`src/rtl/tc_pkg.sv`:
```
// Shared types and constants for the memory-mapped down-counter timer.
package tc_pkg;

    typedef enum logic [1:0] {
        IDLE = 2'd0,
        LOAD = 2'd1,
        CNT  = 2'd2,
        INT  = 2'd3
    } state_t;

    localparam logic [1:0] CTRL_OFS   = 2'd0;
    localparam logic [1:0] PRESET_OFS = 2'd1;
    localparam logic [1:0] COUNT_OFS  = 2'd2;

    localparam int EN_BIT   = 0;
    localparam int MODE_LSB = 1;
    localparam int MODE_MSB = 2;
    localparam int IM_BIT   = 3;

    localparam logic [1:0] MODE_ONESHOT = 2'b00;
    localparam logic [1:0] MODE_RELOAD  = 2'b01;

endpackage

```
`src/rtl/timer_counter.sv`:
```
// Down-counter timer with IRQ, zero-wait-state bus responder over three register indices.
// Reads are combinational, writes commit on the strobe edge; the bus is never stalled.
module timer_counter
    import tc_pkg::*;
#(
    parameter int BASE_IDX = 0
) (
    input  logic        clk,
    input  logic        reset,
    input  logic [3:0]  ADR_I,
    input  logic [31:0] DAT_I,
    input  logic        WE_I,
    input  logic        STB_I,
    output logic [31:0] DAT_O,
    output logic        ACK_O,
    output logic        IRQ
);

    state_t      r_state;
    state_t      w_state_nxt;
    logic        r_en;
    logic [1:0]  r_mode;
    logic        r_im;
    logic [31:0] r_preset;
    logic [31:0] r_count;
    logic        r_irq_pend;

    logic [4:0]  w_rel;
    logic        w_hit;
    logic [1:0]  w_ofs;
    logic        w_wr;
    logic        w_wr_ctrl;
    logic        w_wr_preset;

    logic        w_load;
    logic        w_dec;
    logic        w_set_irq;
    logic        w_clr_irq;
    logic        w_clr_en;

    // Indices below BASE_IDX wrap to large values, so one compare covers both bounds.
    assign w_rel       = {1'b0, ADR_I} - 5'(BASE_IDX);
    assign w_hit       = (w_rel < 5'd3);
    assign w_ofs       = w_rel[1:0];
    assign w_wr        = STB_I & WE_I & w_hit;
    assign w_wr_ctrl   = w_wr & (w_ofs == CTRL_OFS);
    assign w_wr_preset = w_wr & (w_ofs == PRESET_OFS);

    assign ACK_O = STB_I & w_hit;
    assign IRQ   = r_irq_pend & r_im;

    always_comb begin
        DAT_O = 32'd0;
        if (ACK_O) begin
            case (w_ofs)
                CTRL_OFS:   DAT_O = {28'd0, r_im, r_mode, r_en};
                PRESET_OFS: DAT_O = r_preset;
                COUNT_OFS:  DAT_O = r_count;
                default:    DAT_O = 32'd0;
            endcase
        end
    end

    always_ff @(posedge clk) begin
        if (reset) begin
            r_state <= IDLE;
        end else begin
            r_state <= w_state_nxt;
        end
    end

    always_comb begin
        w_state_nxt = r_state;
        w_load      = 1'b0;
        w_dec       = 1'b0;
        w_set_irq   = 1'b0;
        w_clr_irq   = 1'b0;
        w_clr_en    = 1'b0;
        case (r_state)
            IDLE: begin
                if (r_en) begin
                    w_state_nxt = LOAD;
                end
            end
            LOAD: begin
                w_load      = 1'b1;
                w_state_nxt = CNT;
            end
            CNT: begin
                if (!r_en) begin
                    w_state_nxt = IDLE;
                end else if (r_count == 32'd0) begin
                    w_set_irq   = 1'b1;
                    w_state_nxt = INT;
                end else if (r_count == 32'd1) begin
                    w_dec       = 1'b1;
                    w_set_irq   = 1'b1;
                    w_state_nxt = INT;
                end else begin
                    w_dec = 1'b1;
                end
            end
            INT: begin
                // Modes other than auto-reload fall back to one-shot.
                if (r_mode == MODE_RELOAD) begin
                    w_clr_irq   = 1'b1;
                    w_state_nxt = LOAD;
                end else begin
                    w_clr_en    = 1'b1;
                    w_state_nxt = IDLE;
                end
            end
            default: w_state_nxt = IDLE;
        endcase
    end

    always_ff @(posedge clk) begin
        if (reset) begin
            r_en       <= 1'b0;
            r_mode     <= MODE_ONESHOT;
            r_im       <= 1'b0;
            r_preset   <= 32'd0;
            r_count    <= 32'd0;
            r_irq_pend <= 1'b0;
        end else begin
            // A same-cycle CTRL write overrides the one-shot EN clear.
            if (w_wr_ctrl) begin
                r_en   <= DAT_I[EN_BIT];
                r_mode <= DAT_I[MODE_MSB:MODE_LSB];
                r_im   <= DAT_I[IM_BIT];
            end else if (w_clr_en) begin
                r_en <= 1'b0;
            end

            if (w_wr_preset) begin
                r_preset <= DAT_I;
            end

            if (w_load) begin
                r_count <= r_preset;
            end else if (w_dec) begin
                r_count <= r_count - 32'd1;
            end

            // Terminal count wins over a bus clear so no interrupt is dropped.
            if (w_set_irq) begin
                r_irq_pend <= 1'b1;
            end else if (w_wr_ctrl | w_wr_preset | w_clr_irq) begin
                r_irq_pend <= 1'b0;
            end
        end
    end

endmodule

```
`config.mk`:
```
export PLATFORM = sky130hd
export DESIGN_NAME = timer_counter
export DESIGN_NICKNAME = d
export VERILOG_FILES = /design/src/rtl/tc_pkg.sv /design/src/rtl/timer_counter.sv
export SDC_FILE = /design/constraint.sdc
export NUM_CORES = 1
export LEC_CHECK = 0
export ABC_AREA = 1
export CORE_AREA = 2 2 95 97
export DETAILED_ROUTE_END_ITERATION = 7
export DIE_AREA = 0 0 97 99
export GPL_ROUTABILITY_DRIVEN = 0
export PLACE_DENSITY = 0.8
export SLEW_MARGIN = 40
export SYNTH_ARGS = -nofsm -noshare
export SYNTH_HDL_FRONTEND = slang
export SYNTH_SLANG_ARGS = --single-unit
```
`constraint.sdc`:
```
create_clock -name clk -period 2.1 [get_ports clk]
set_input_delay 0.42 -clock clk [delete_from_list [all_inputs] [get_ports clk]]
set_output_delay 0.42 -clock clk [all_outputs]
set_load 0.01 [all_outputs]
```
==> flow_metrics.env, run 1 <==
export IMPL_ys_types=37
export IMPL_antenna_cells=0
export IMPL_layout_drive_gt1_share=0.163
export IMPL_antenna_found_initial=0
export IMPL_grt_pass1_wl_um=22700
export IMPL_sequentialPowerShare=0.478
export IMPL_synthXorXnorAreaFrac=0.00966
export IMPL_synthSimpleGateAreaFrac=0.391
export IMPL_met3_length_um=1150
export IMPL_synthFlopType="dfxtp_1"
export IMPL_finalHoldViolCount=0
export IMPL_start_util=0.530
export IMPL_synth_mux_area_frac=0
export IMPL_swShare=0.236
export IMPL_critPathMaxFanout=17
export IMPL_syn_num_nets=791
export IMPL_place_hpwl_um=10300
export IMPL_multi_input_area_mm2=0.00273
export IMPL_ant_nets=0
export IMPL_grt_pass1_vias=4879
export IMPL_comb_power_share=0.082
export IMPL_syn_to_final_growth_pct=25.7
export IMPL_cts_buffers_inserted=9
export IMPL_leakage_nw=2.51
export IMPL_start_kind="input port"
export IMPL_final_common_cell="nand2_1"
export IMPL_drtPass1Iterations=5
export IMPL_synth_area_mm2=0.00453
export IMPL_worstPathArrival_ns=1.62
export IMPL_drt_met1_wl_um=5940
export IMPL_rows=34
export IMPL_first_iter_violations=459
export IMPL_tightestPinTransition_ns=0.464
export IMPL_async_flop_share=0
export IMPL_grt_max_degree=57
export IMPL_yosysTopAreaCellShare=0.314
export IMPL_layout_common_cells="nand2_1, nor2_1, dfxtp_1"
export IMPL_fin_hold_ws_ns=0.485
export IMPL_nFillCells=777
export IMPL_overflow=0
export IMPL_numClockSinks=71
export IMPL_yosysSeqAreaShare=0.314
export IMPL_fin_ws_ns=0.0589
export IMPL_die_width_um=97
export IMPL_setup_viol=0
export IMPL_switching_power_mw=0.671
export IMPL_slowest_delay_ns=0.26
export IMPL_place_ws_ns=-0.545
export IMPL_drv_slew=0
export IMPL_maxCapViolCount=0
export IMPL_port_buffers=73
export IMPL_synth_cells=749
export IMPL_routed_via_count=5219
export IMPL_cp_end_kind="primary output"
export IMPL_wl_met2_um=6550
export IMPL_wl_per_cell_um=15.1
export IMPL_status="finished clean"
export IMPL_setup_tns_ns=0
export IMPL_clk_pin_slew_ns=0.08
export IMPL_netlist_top_cells_area="dfxtp_1, nand2_1, nor2_1, o21ai_0, nand3_1"
export IMPL_die_h_um=99
export IMPL_p_int_mw=2.17
export IMPL_grtUsageTotal=0.289
export IMPL_core_area_mm2=0.00855
export IMPL_fmax_mhz=490
export IMPL_post_dp_cell_area_mm2=0.00550
export IMPL_worstPathCellList="dlygate4sd2_1, inv_2, buf_12, nand2_2, o221ai_1, nand2_1, inv_1, dlygate4sd2_1"
export IMPL_cpMostUsedCell="dlygate4sd2_1"
export IMPL_cellPowerDensity_mw_per_mm2=500
export IMPL_hp_class="flip-flop to flip-flop"
export IMPL_die_area_mm2=0.00960
export IMPL_htree_levels=3
export IMPL_final_cell_area_mm2=0.00570
export IMPL_yosys_register_bits=71
export IMPL_peakVddDrop_uv=369
export IMPL_clock_skew_ns=0.0110
export IMPL_io_pins=74
export IMPL_via_per_inst=5.58
export IMPL_route_top_layer_used="met4"
export IMPL_wl_um=14100
export IMPL_worst_setup_path_type="input port to primary output"
export IMPL_cp_slowest_cell="dlygate4sd2_1"
export IMPL_synth_compound_area_frac=0.175
export IMPL_yosysWarnings=0
export IMPL_avgSynthCellArea_um2=6.05
export IMPL_clockBufferDepth=2
export IMPL_layout_area_seq_mm2=0.00142
export IMPL_synthAdderAreaFrac=0.00552
export IMPL_root_buffer="clkbuf_8"
export IMPL_total_power_mw=2.84
export IMPL_cp_required_ns=1.68
export IMPL_post_route_period_util=0.972
export IMPL_synth_top_cell_by_area="dfxtp_1"
export IMPL_synth_top_family_by_area="simple AND/OR/NAND/NOR gates"
export IMPL_max_slew_margin_rel=0.688
export IMPL_pwr_share_clk=0.440
export IMPL_min_period_ns=2.04
export IMPL_cts_tree="yes"
export IMPL_route_detailed_drc=0
export IMPL_clk_latency_ns=0.35
export IMPL_synth_edf_count=0
export IMPL_nets=864
## cell families (layout without fill, tap and decap cells)
group | Yosys count | after routing
AO/OA/AOI/OAI | 148 | 148
XOR/XNOR | 5 | 5
adder cells (fa/ha/maj) | 2 | 2
buffers and inverters | 112 | 190
flip-flops | 71 | 71
AND/OR/NAND/NOR | 411 | 411
## sequential cells by signal, summed over array words and instances (netlist names)
signal      count
r_en            1
r_count        32
r_irq_pend      1
r_mode          2
r_im            1
r_state         2
r_preset       32
## cell usage after synthesis, types with 6 or more instances
master / instances
a21oi_1: 52
a21oi_2: 8
buf_2: 7
clkbuf_1: 23
dfxtp_1: 71
inv_1: 67
inv_2: 6
nand2_1: 160
nand3_1: 63
nor2_1: 153
nor2_2: 9
o21ai_0: 64
o21ai_1: 16
## per-layer routing
metal,up-vias,GRT usage
li1,2541,-
met2,249,0.487
met1,2392,0.379
met4,0,0.122
met5,-,0
met3,37,0.0291
## timing repair
| action | CTS | global route |
|---|---|---|
| setup buffers | 2 | 0 |
| pin swaps | 1 | 3 |
| endpoints found under the setup margin | 33 | 32 |
| endpoints found under the hold margin | 0 | 0 |
| hold buffers | 0 | 0 |
| gates resized for setup | 129 | 31 |
## final cells by class
type	instances	area share
Tap cell	108	0.0237
Sequential cell	71	0.250
Inverter	74	0.0496
Timing Repair Buffer	100	0.159
Multi-Input combinational cell	566	0.478
Clock buffer	11	0.0248
Clock inverter	5	0.0143
## metrics by stage
step,cells,util
after floorplan,749,-
after global placement,918,0.644
after detailed placement,918,0.644
after CTS,936,0.659
after global routing,935,0.666
final,935,0.666
## worst paths after layout
kind                from          end  slack (ns)  cells past startpoint
min          r_preset[6]  r_preset[6]        0.49                      2
min reg2reg  r_preset[6]  r_preset[6]        0.49                      2
max             ADR_I[0]     DAT_O[3]        0.06                      8
max reg2reg   r_count[0]  r_count[22]        0.13                     12
## power groups by stage
stage                     clock (mW)  sequential [mW]  combinational [mW]
after floorplan                    0             1.39              0.0902
after global routing            1.30             1.36               0.252
final                           1.25             1.36               0.233
after detailed placement           0             1.39               0.219
after global placement             0             1.39               0.215
after CTS                       1.25             1.36               0.226
## worst max-delay path: cells and delay by family
| kind | cells | cell delay [ns] |
|---|---|---|
| AO/OA/AOI/OAI | 1 | 0.17 |
| AND/OR/NAND/NOR | 2 | 0.18 |
| buffers and inverters | 5 | 0.84 |
(Power assumes the default switching activity.)
==> run 2, diff against run 1 <==
--- a/config.mk
+++ b/config.mk
@@ -6,11 +6,13 @@
 export NUM_CORES = 1
 export LEC_CHECK = 0
 export ABC_AREA = 1
-export CORE_AREA = 2 2 95 97
+export CORE_AREA = 2 2 93 95
+export CTS_BUF_LIST = sky130_fd_sc_hd__clkbuf_8
 export DETAILED_ROUTE_END_ITERATION = 7
-export DIE_AREA = 0 0 97 99
+export DIE_AREA = 0 0 95 97
 export GPL_ROUTABILITY_DRIVEN = 0
-export PLACE_DENSITY = 0.8
+export PLACE_DENSITY = 0.83
+export RECOVER_POWER = 100
 export SLEW_MARGIN = 40
 export SYNTH_ARGS = -nofsm -noshare
 export SYNTH_HDL_FRONTEND = slang
==> run 2 against run 1 <==
  * Critical path depth decreased by 2
  * Clock power decreased by 6%
  * Non-clock buffer count grew 4
  * Routed wire length up 8.4%
  * Power shrank 1.8%
  * Setup slack worse by 0.020 ns
  * Sequential power hardly changed
  * Clock skew about the same
==> flow_metrics.env, run 2 (synthesized netlist as in run 1, its figures left out) <==
export IMPL_status="finished clean"
export IMPL_drtPass1Iterations=6
export IMPL_clockBufferDepth=2
export IMPL_final_common_cell="nand2_1"
export IMPL_tightestPinTransition_ns=0.775
export IMPL_clk_pin_slew_ns=0.08
export IMPL_htree_levels=3
export IMPL_die_h_um=97
export IMPL_worstPathCellList="clkdlybuf4s50_1, nor2_2, nand3_4, buf_12, a21oi_2, clkdlybuf4s15_2"
export IMPL_root_buffer="clkbuf_8"
export IMPL_rows=33
export IMPL_fin_ws_ns=0.0390
export IMPL_io_pins=74
export IMPL_clk_latency_ns=0.36
export IMPL_antenna_found_initial=0
export IMPL_reg_largest_list="r_count: 32 flops, r_preset: 32 flops"
export IMPL_die_width_um=95
export IMPL_die_area_mm2=0.00922
export IMPL_grtUsageTotal=0.336
export IMPL_layout_drive_gt1_share=0.171
export IMPL_peakVddDrop_uv=378
export IMPL_routed_via_count=5482
export IMPL_post_route_util=0.707
export IMPL_endpoint="DAT_O[28]"
export IMPL_grt_max_degree=57
export IMPL_slowest_delay_ns=0.41
export IMPL_port_buffers=73
export IMPL_cts_buffers_inserted=9
export IMPL_finalNonFillerCells=937
export IMPL_grt_pass1_wl_um=24500
export IMPL_cts_tree="yes"
export IMPL_fmax_mhz=485
export IMPL_via_per_inst=5.85
export IMPL_hp_class="flip-flop to flip-flop"
export IMPL_cellPowerDensity_mw_per_mm2=486
export IMPL_cts_hold_buf=0
export IMPL_nets=869
export IMPL_worst_setup_path_type="input port to primary output"
export IMPL_total_power_mw=2.79
export IMPL_leakage_nw=2.52
export IMPL_critPathMaxFanout=24
export IMPL_cp_required_ns=1.68
export IMPL_place_ws_ns=-0.562
export IMPL_cp_slowest_cell="clkdlybuf4s50_1"
export IMPL_min_period_ns=2.06
export IMPL_start_kind="input port"
export IMPL_setup_viol=0
export IMPL_cp_end_kind="primary output"
export IMPL_rsz0062_at_grt="yes"
export IMPL_core_area_mm2=0.00813
export IMPL_dp_cells=912
export IMPL_overflow=0
export IMPL_clock_skew_ns=0.0109
export IMPL_post_route_period_util=0.981
export IMPL_numClockSinks=71
export IMPL_rrSetupSlack_ns=0.09
export IMPL_wl_per_cell_um=16.3
export IMPL_grt_pass1_vias=5077
export IMPL_drv_slew=0
export IMPL_syn_to_final_growth_pct=26.8
export IMPL_ant_nets=0
export IMPL_setup_tns_ns=0
export IMPL_worstPathArrival_ns=1.64
export IMPL_max_slew_margin_rel=0.481
export IMPL_maxCapViolCount=0
export IMPL_first_iter_violations=783
export IMPL_startpoint="ADR_I[3]"
export IMPL_layout_common_cells="nand2_1, nor2_1, dfxtp_1"
export IMPL_route_detailed_drc=0
export IMPL_rr_worst_depth=10
export IMPL_wl_um=15300
export IMPL_place_hpwl_um=9890
export IMPL_r2r_start="r_count[0]"
export IMPL_antenna_cells=0
export IMPL_start_util=0.557
export IMPL_finalHoldViolCount=0
export IMPL_r2r_end="r_count[17]"
## run 2: changes by cell type in the layout (fill, tap and decap cells not counted), sizes merged
cell and delta:
buf -2, clkdlybuf4s15 +1, clkinv +1, clkbuf +6, a21oi +1, dlymetal6s2s -1
dlygate4sd2 -3, clkdlybuf4s50 +1, bufbuf +1, inv +2, bufinv -1, clkinvlp -1
## run 2: repair_timing
item	in CTS	in global routing
endpoints found under the setup margin	35	54
resized for setup	110	41
pin swaps	2	4
cloned	3	0
setup buffers	4	2
## run 2: power by group
| group | switching [mW] | total, mW | internal, mW |
|---|---|---|---|
| sequential | 0.00708 | 1.36 | 1.35 |
| combinational | 0.127 | 0.263 | 0.136 |
| clock | 0.583 | 1.17 | 0.588 |
## run 2: critical path: cells and delay by family
kind | cells | cell delay (ns)
AO/OA/AOI/OAI | 1 | 0.12
buffers and inverters | 3 | 0.83
AND/OR/NAND/NOR | 2 | 0.27
## run 2: layout make-up
cell class                      count  area, um^2
Clock buffer                       10         138
Clock inverter                      6        66.3
Fill cell                         665        2390
Inverter                           74         283
Multi-Input combinational cell    567        2740
Sequential cell                    71        1420
Tap cell                          105         131
Timing Repair Buffer              104         966
## run 2: per-stage QoR
| stage | hold WS (ns) | instance area, um^2 |
|---|---|---|
| after CTS | 0.482 | 5830 |
| after detailed placement | 0.468 | 5480 |
| after global placement | 0.467 | 5480 |
| after global routing | 0.510 | 5750 |
| after floorplan | 0.439 | 4530 |
| final | 0.491 | 5750 |
## run 2: worst min path at each step
stage | startpoint | endpoint | slack [ns] | depth (start not counted)
2_1_floorplan | r_preset[5] | r_preset[5] | 0.44 | 2
3_3_place_gp | r_preset[8] | r_preset[8] | 0.47 | 2
3_5_place_dp | r_preset[8] | r_preset[8] | 0.47 | 2
4_1_cts | r_preset[8] | r_preset[8] | 0.48 | 2
5_1_grt | r_preset[1] | r_preset[1] | 0.51 | 2
6_report | r_preset[5] | r_preset[5] | 0.49 | 2
## run 2: metal layers
layer | vias to the layer above | wire length [um] | track usage
met5 | - | 0 | 0
met3 | 59 | 2080 | 0.0701
met1 | 2437 | 5830 | 0.456
met2 | 431 | 6850 | 0.526
met4 | 0 | 488 | 0.116
li1 | 2555 | - | -
==> run 3, diff against run 2 <==
--- a/config.mk
+++ b/config.mk
@@ -5,13 +5,12 @@
 export SDC_FILE = /design/constraint.sdc
 export NUM_CORES = 1
 export LEC_CHECK = 0
-export ABC_AREA = 1
-export CORE_AREA = 2 2 93 95
+export CORE_AREA = 2 2 88 90
 export CTS_BUF_LIST = sky130_fd_sc_hd__clkbuf_8
 export DETAILED_ROUTE_END_ITERATION = 7
-export DIE_AREA = 0 0 95 97
+export DIE_AREA = 0 0 90 92
 export GPL_ROUTABILITY_DRIVEN = 0
-export PLACE_DENSITY = 0.83
+export PLACE_DENSITY = 0.82
 export RECOVER_POWER = 100
 export SLEW_MARGIN = 40
 export SYNTH_ARGS = -nofsm -noshare
==> run 3 against run 2 <==
  * Critical path type is now flip-flop to flip-flop
  * The run now ends with negative setup slack left
  * Global-route usage is 0.39 points lower
  * Via count decreased by 8.9%
  * Critical path depth increased by 3
  * Cell count down 19%
  * Clock skew decreased by 0.0056 ns
==> flow_metrics.env, run 3 <==
export IMPL_status="finished with violations"
export IMPL_violations="negative setup slack"
export IMPL_min_period_ns=2.56
export IMPL_swShare=0.274
export IMPL_clockBufferDepth=2
export IMPL_cts_tree="yes"
export IMPL_wl_um=15400
export IMPL_cp_required_ns=2.37
export IMPL_yosys_register_bits=71
export IMPL_hp_class="flip-flop to flip-flop"
export IMPL_routed_via_count=4992
export IMPL_ant_nets=0
export IMPL_final_common_cell="nand2_1"
export IMPL_clk_latency_ns=0.36
export IMPL_worst_setup_path_type="flip-flop to flip-flop"
export IMPL_rows=32
export IMPL_start_util=0.520
export IMPL_clk_pin_slew_ns=0.07
export IMPL_antenna_cells=0
export IMPL_syn_num_nets=563
export IMPL_overflow=0
export IMPL_worstPathArrival_ns=2.83
export IMPL_die_width_um=90
export IMPL_avgSynthCellArea_um2=7.43
export IMPL_yosysWarnings=0
export IMPL_reg_largest_list="r_count: 32 flops, r_preset: 32 flops"
export IMPL_synthFlopType="dfxtp_1"
export IMPL_post_route_util=0.760
export IMPL_wl_met2_um=7460
export IMPL_synth_cells=521
export IMPL_pwr_share_clk=0.332
export IMPL_route_detailed_drc=0
export IMPL_route_top_layer_used="met4"
export IMPL_fin_hold_ws_ns=0.468
export IMPL_maxCapViolCount=0
export IMPL_wl_per_cell_um=20.3
export IMPL_htree_levels=3
export IMPL_io_pins=74
export IMPL_async_flop_share=0
export IMPL_die_area_mm2=0.00828
export IMPL_cts_buffers_inserted=9
export IMPL_layout_area_seq_mm2=0.00142
export IMPL_layout_common_cells="nand2_1, buf_4, dfxtp_1"
export IMPL_first_iter_violations=694
export IMPL_leakage_nw=2.19
export IMPL_grt_pass1_wl_um=22500
export IMPL_core_area_mm2=0.00745
export IMPL_port_buffers=73
export IMPL_multi_input_area_mm2=0.00256
export IMPL_max_slew_margin_rel=0.516
export IMPL_yosysTopAreaCellShare=0.367
export IMPL_yosys_top_cells_count="nand2_1, dfxtp_1, nor2_1"
export IMPL_numClockSinks=71
export IMPL_antenna_found_initial=0
export IMPL_syn_to_final_growth_pct=46.2
export IMPL_drtPass1Iterations=6
export IMPL_met3_length_um=1450
export IMPL_drt_met1_wl_um=5680
export IMPL_via_per_inst=6.57
export IMPL_peakVddDrop_uv=342
export IMPL_finalHoldViolCount=0
export IMPL_yosysMostFrequentCell="nand2_1"
export IMPL_synth_top_cell_by_area="dfxtp_1"
export IMPL_sequentialPowerShare=0.503
export IMPL_post_route_period_util=1.22
export IMPL_fmax_mhz=391
export IMPL_netlist_top_cells_area="dfxtp_1, nand2_1, nor2_1, a22oi_1, a21oi_1"
export IMPL_fin_ws_ns=-0.458
export IMPL_p_int_mw=1.97
export IMPL_rsz0062_at_grt="yes"
export IMPL_cp_end_kind="flip-flop"
export IMPL_comb_power_share=0.165
export IMPL_root_buffer="clkbuf_8"
export IMPL_tightestPinTransition_ns=0.723
export IMPL_place_hpwl_um=8870
export IMPL_yosysSeqAreaShare=0.367
export IMPL_cts_hold_buf=0
export IMPL_cellPowerDensity_mw_per_mm2=479
export IMPL_grt_max_degree=33
export IMPL_die_h_um=92
export IMPL_grtUsageTotal=0.332
export IMPL_synth_edf_count=0
export IMPL_nFillCells=510
export IMPL_layout_drive_gt1_share=0.293
export IMPL_drv_slew=0
export IMPL_clock_skew_ns=0.00527
export IMPL_nets=697
export IMPL_ys_types=44
export IMPL_grt_pass1_vias=4597
export IMPL_switching_power_mw=0.743
export IMPL_setup_viol=62
export IMPL_synth_area_mm2=0.00387
export IMPL_critPathMaxFanout=5
export IMPL_start_kind="flip-flop"
run 3: cell types whose count changed in the layout (fill, tap and decap cells not counted), sizes merged, moves of 17 or more:
cell	before	now
a21oi	62	40
nand2	164	82
a22oi	0	28
nor2	167	62
o21ai	80	25
or4	0	17
buf	53	125
nand3	64	12
inv	75	10
run 3: kinds of logic (layout without fill, tap and decap cells):
kind of cell	count (synthesis)	count (layout)	synth area share
simple gates	235	235	0.293
flops	71	71	0.367
mux	7	7	0.0181
fa+ha+maj	2	2	0.00646
buf+inv	51	188	0.0517
compound gates	155	155	0.264
run 3: area by class of cell:
| type | instances | share of cell area |
|---|---|---|
| inverter | 7 | 0.00464 |
| multi-input combinational | 399 | 0.451 |
| timing repair buffer | 167 | 0.244 |
| tap | 102 | 0.0225 |
| sequential | 71 | 0.251 |
| clock inverter | 5 | 0.00376 |
| clock buffer | 9 | 0.0219 |
run 3: worst paths after layout:
check,startpoint,endpoint,slack [ns],cells after the start
hold / removal,r_preset[7],r_preset[7],0.47,2
hold reg to reg,r_preset[7],r_preset[7],0.47,2
setup / recovery,r_count[4],r_count[24],-0.46,9
setup reg to reg,r_count[4],r_count[24],-0.46,9
run 3: layer usage:
layer / track usage / vias to the layer above
li1: - / 2185
met2: 0.563 / 383
met5: 0 / -
met3: 0.0608 / 98
met1: 0.414 / 2326
met4: 0.146 / 0
run 3: metrics by stage:
stage	setup TNS, ns	power, mW	setup WS, ns	cells	cell area (um^2)
3_5_place_dp	-42.23	1.75	-0.784	729	5200
4_1_cts	-4.80	2.68	-0.363	755	5510
2_1_floorplan	-3.27	1.55	-0.517	521	3920
3_3_place_gp	-37.63	1.74	-0.696	729	5200
5_1_grt	-12.51	2.80	-0.480	760	5660
6_report	-9.28	2.71	-0.458	760	5660
run 3: repair_timing:
item | in CTS | in global routing
buffers inserted | 8 | 6
setup endpoints to repair | 94 | 36
gates cloned | 4 | 0
pin swaps | 16 | 23
gates resized for setup | 187 | 32
run 3: power by group through the flow:
stage,sequential [mW],combinational (mW),clock (mW)
CTS,1.36,0.414,0.900
global placement,1.39,0.347,0
global route,1.36,0.470,0.966
floorplan,1.39,0.164,0
detailed placement,1.39,0.357,0
finish,1.36,0.448,0.900
run 3: critical path: stages (launching register included):
cell	delay (ns)
dfxtp_2	0.33
or4_4	0.54
buf_4	0.16
buf_6	0.11
buf_6	0.11
nor3_4	0.16
nand3_2	0.16
buf_6	0.18
or4_4	0.51
a31oi_1	0.23
==> patch (config.mk and constraints of run 1) <==
Re-encode `state_t` (4 states) as one-hot, 4 bits wide.
--- a/src/rtl/tc_pkg.sv
+++ b/src/rtl/tc_pkg.sv
@@ -2,9 +2,9 @@
 package tc_pkg;
 
-    typedef enum logic [1:0] {
-        IDLE = 2'd0,
-        LOAD = 2'd1,
-        CNT  = 2'd2,
-        INT  = 2'd3
+    typedef enum logic [3:0] {
+        IDLE = 4'b0001,
+        LOAD = 4'b0010,
+        CNT  = 4'b0100,
+        INT  = 4'b1000
     } state_t;
 
Check against the original RTL: no difference found for any inputs over 4 cycles, from zero or initial values and one cycle with reset high; so few cycles prove little.
==> patch against run 1 <==
- die area unchanged
- routed wire length increased by 9.5%
- sequential cell count increased by 2
- area after synthesis decreased by 1.7%
- power increased by 9.1%
- cell area increased by 2.8%
- setup slack got worse by 0.023 ns
- global-route usage increased by 1.7 points
==> patch: results (changes against run 1) <==
Route
  • WL final: 15.4 mm (+9.5%)
  • Total number of vias: 5499 (+5.4%)
  • DR iter-0 viols: 591 (+29%)
  • Pre-antenna DRT Iters: 7 (+2)

Global route
  • First-pass GRT wire length: 23.9 mm (+5.4%)
  • Pin count of the biggest net entering global routing: 31 (-46%)
  • GRT Total Usage: 30.5% (+1.7 points)
  • Vias in the first global route: 5137 (+5.3%)
  • Initial antenna violation count: 0 (unchanged)

Synth
  • Largest cells by area after synthesis: dfxtp_1 33%, nand2_1 16%, nor2_1 11%, a21oi_1 9.2%, nand3_1 8.1%
  • Synth cell count leaders: 190 x nand2_1, 125 x nor2_1, 82 x a21oi_1
  • Mapped Nets: 787 (-0.51%)
  • Distinct cells, synth: 29 (-22%)
  • Most frequent cell after synthesis: nand2_1
  • Sequential share of the synthesized area: 32.8% (+1.4 points)
  • Main synth FF type: dfxtp_1
  • Post-synth ARST share: 0% (unchanged)
  • YS warnings: 0 (unchanged)

Power and ir drop
  • Pleak: 2.61 nW (+4.3%)
  • Max rail drop VDD: 0.499 mV (+35%)

Clock network
  • Longest Clk Path Bufs: 2 (unchanged)
  • Num CTS Buffers: 9 (unchanged)
  • Clk_lat worst skew: 0.35 ns (about the same)
  • Clock Pin Slew Worst Setup and Hold Paths: 0.09 ns
  • CTS H-tree depth: 3 (unchanged)
  • CTS root buffer: clkbuf_8

Layout
  • Top flop regs: r_count x32, r_preset x32, r_state x4
  • Inserted Diodes: 0 (unchanged)
  • Share of cells above drive strength 1: 15.2% (-1.2 points)
  • Final nets: 888 (+2.8%)

Placement
  • Pre-CTS WS: -0.594 ns (-0.0491 ns)
  • Dpl hpwl: 10.4 mm (+0.85%)
  • Input/output buffers: 73 (unchanged)
  • Post-placement cell area: 0.00549 mm^2 (-0.32%)

Run status
  • Outcome: completed

Critical path
  • Path depth of the worst reg2reg path: 9 (-3)
  • Crit path max fanout: 7 (-10)

Timing
  • Setup TNS Final: 0 ns (unchanged)
  • Worst Skew: 0.0112 ns (+0.000154 ns)
  • Worst-margin pin slew: 0.479 ns (+0.0153 ns)

Hold path
  • Worst Hold Class: reg -> reg
  • Hold depth: 2 (unchanged)
## patch: critical path, cell delays in order
cell	delay (ns)
clkdlybuf4s15_1	0.19
buf_4	0.15
nand2_1	0.10
nand3_4	0.18
buf_12	0.20
a21oi_2	0.14
clkdlybuf4s15_2	0.24
## patch: area by class of cell
| type | count | area [um^2] |
|---|---|---|
| inverter | 70 | 263 |
| sequential | 73 | 1460 |
| clock inverter | 5 | 77.6 |
| clock buffer | 11 | 151 |
| fill | 732 | 2690 |
| timing repair buffer | 125 | 1100 |
| multi-input combinational | 567 | 2670 |
| tap | 108 | 135 |
## patch: repair_timing
item	4_1_cts	5_1_grt
endpoints found under the setup margin	33	54
gates resized for setup	82	60
setup buffers	6	2
gates cloned	2	3
pin swaps	3	4
hold endpoints to repair	0	0
## patch: power by group
part	switching [mW]	leakage [nW]	total [mW]	internal, mW
Combinational	0.217	1.91	0.397	0.180
Clock	0.561	0.115	1.29	0.731
Sequential	0.0166	0.588	1.42	1.40
Total	0.794	2.61	3.10	2.31
## patch: metrics by stage
step / utilization [%] / hold WS [ns] / std cells
after global routing: 68.5 / 0.508 / 959
after detailed placement: 64.1 / 0.466 / 930
after CTS: 68.0 / 0.481 / 954
final: 68.5 / 0.478 / 959
after global placement: 64.1 / 0.458 / 930
after floorplan: - / 0.439 / 745
## patch: kinds of logic after synthesis
group / synth area share (%)
simple gates: 39.4
compound gates: 16.2
buf+inv: 9.32
flops: 32.8
xor+xnor: 1.77
fa+ha+maj: 0.561
## patch: path summary, 6_finish.rpt
path	start	end	slack, ns
worst min-delay path	r_preset[6]	r_preset[6]	0.48
worst max-delay path	ADR_I[0]	DAT_O[29]	0.04
worst max register to register	r_count[20]	r_count[22]	0.11
worst min register to register	r_preset[6]	r_preset[6]	0.48
## patch: layer usage
metal	track usage, %	part of all wire (%)	vias up
met3	3.69	9.9	68
met4	13.9	4.6	0
li1	-	-	2607
met5	0	0	-
met1	38.8	39	2493
met2	52.1	47	331
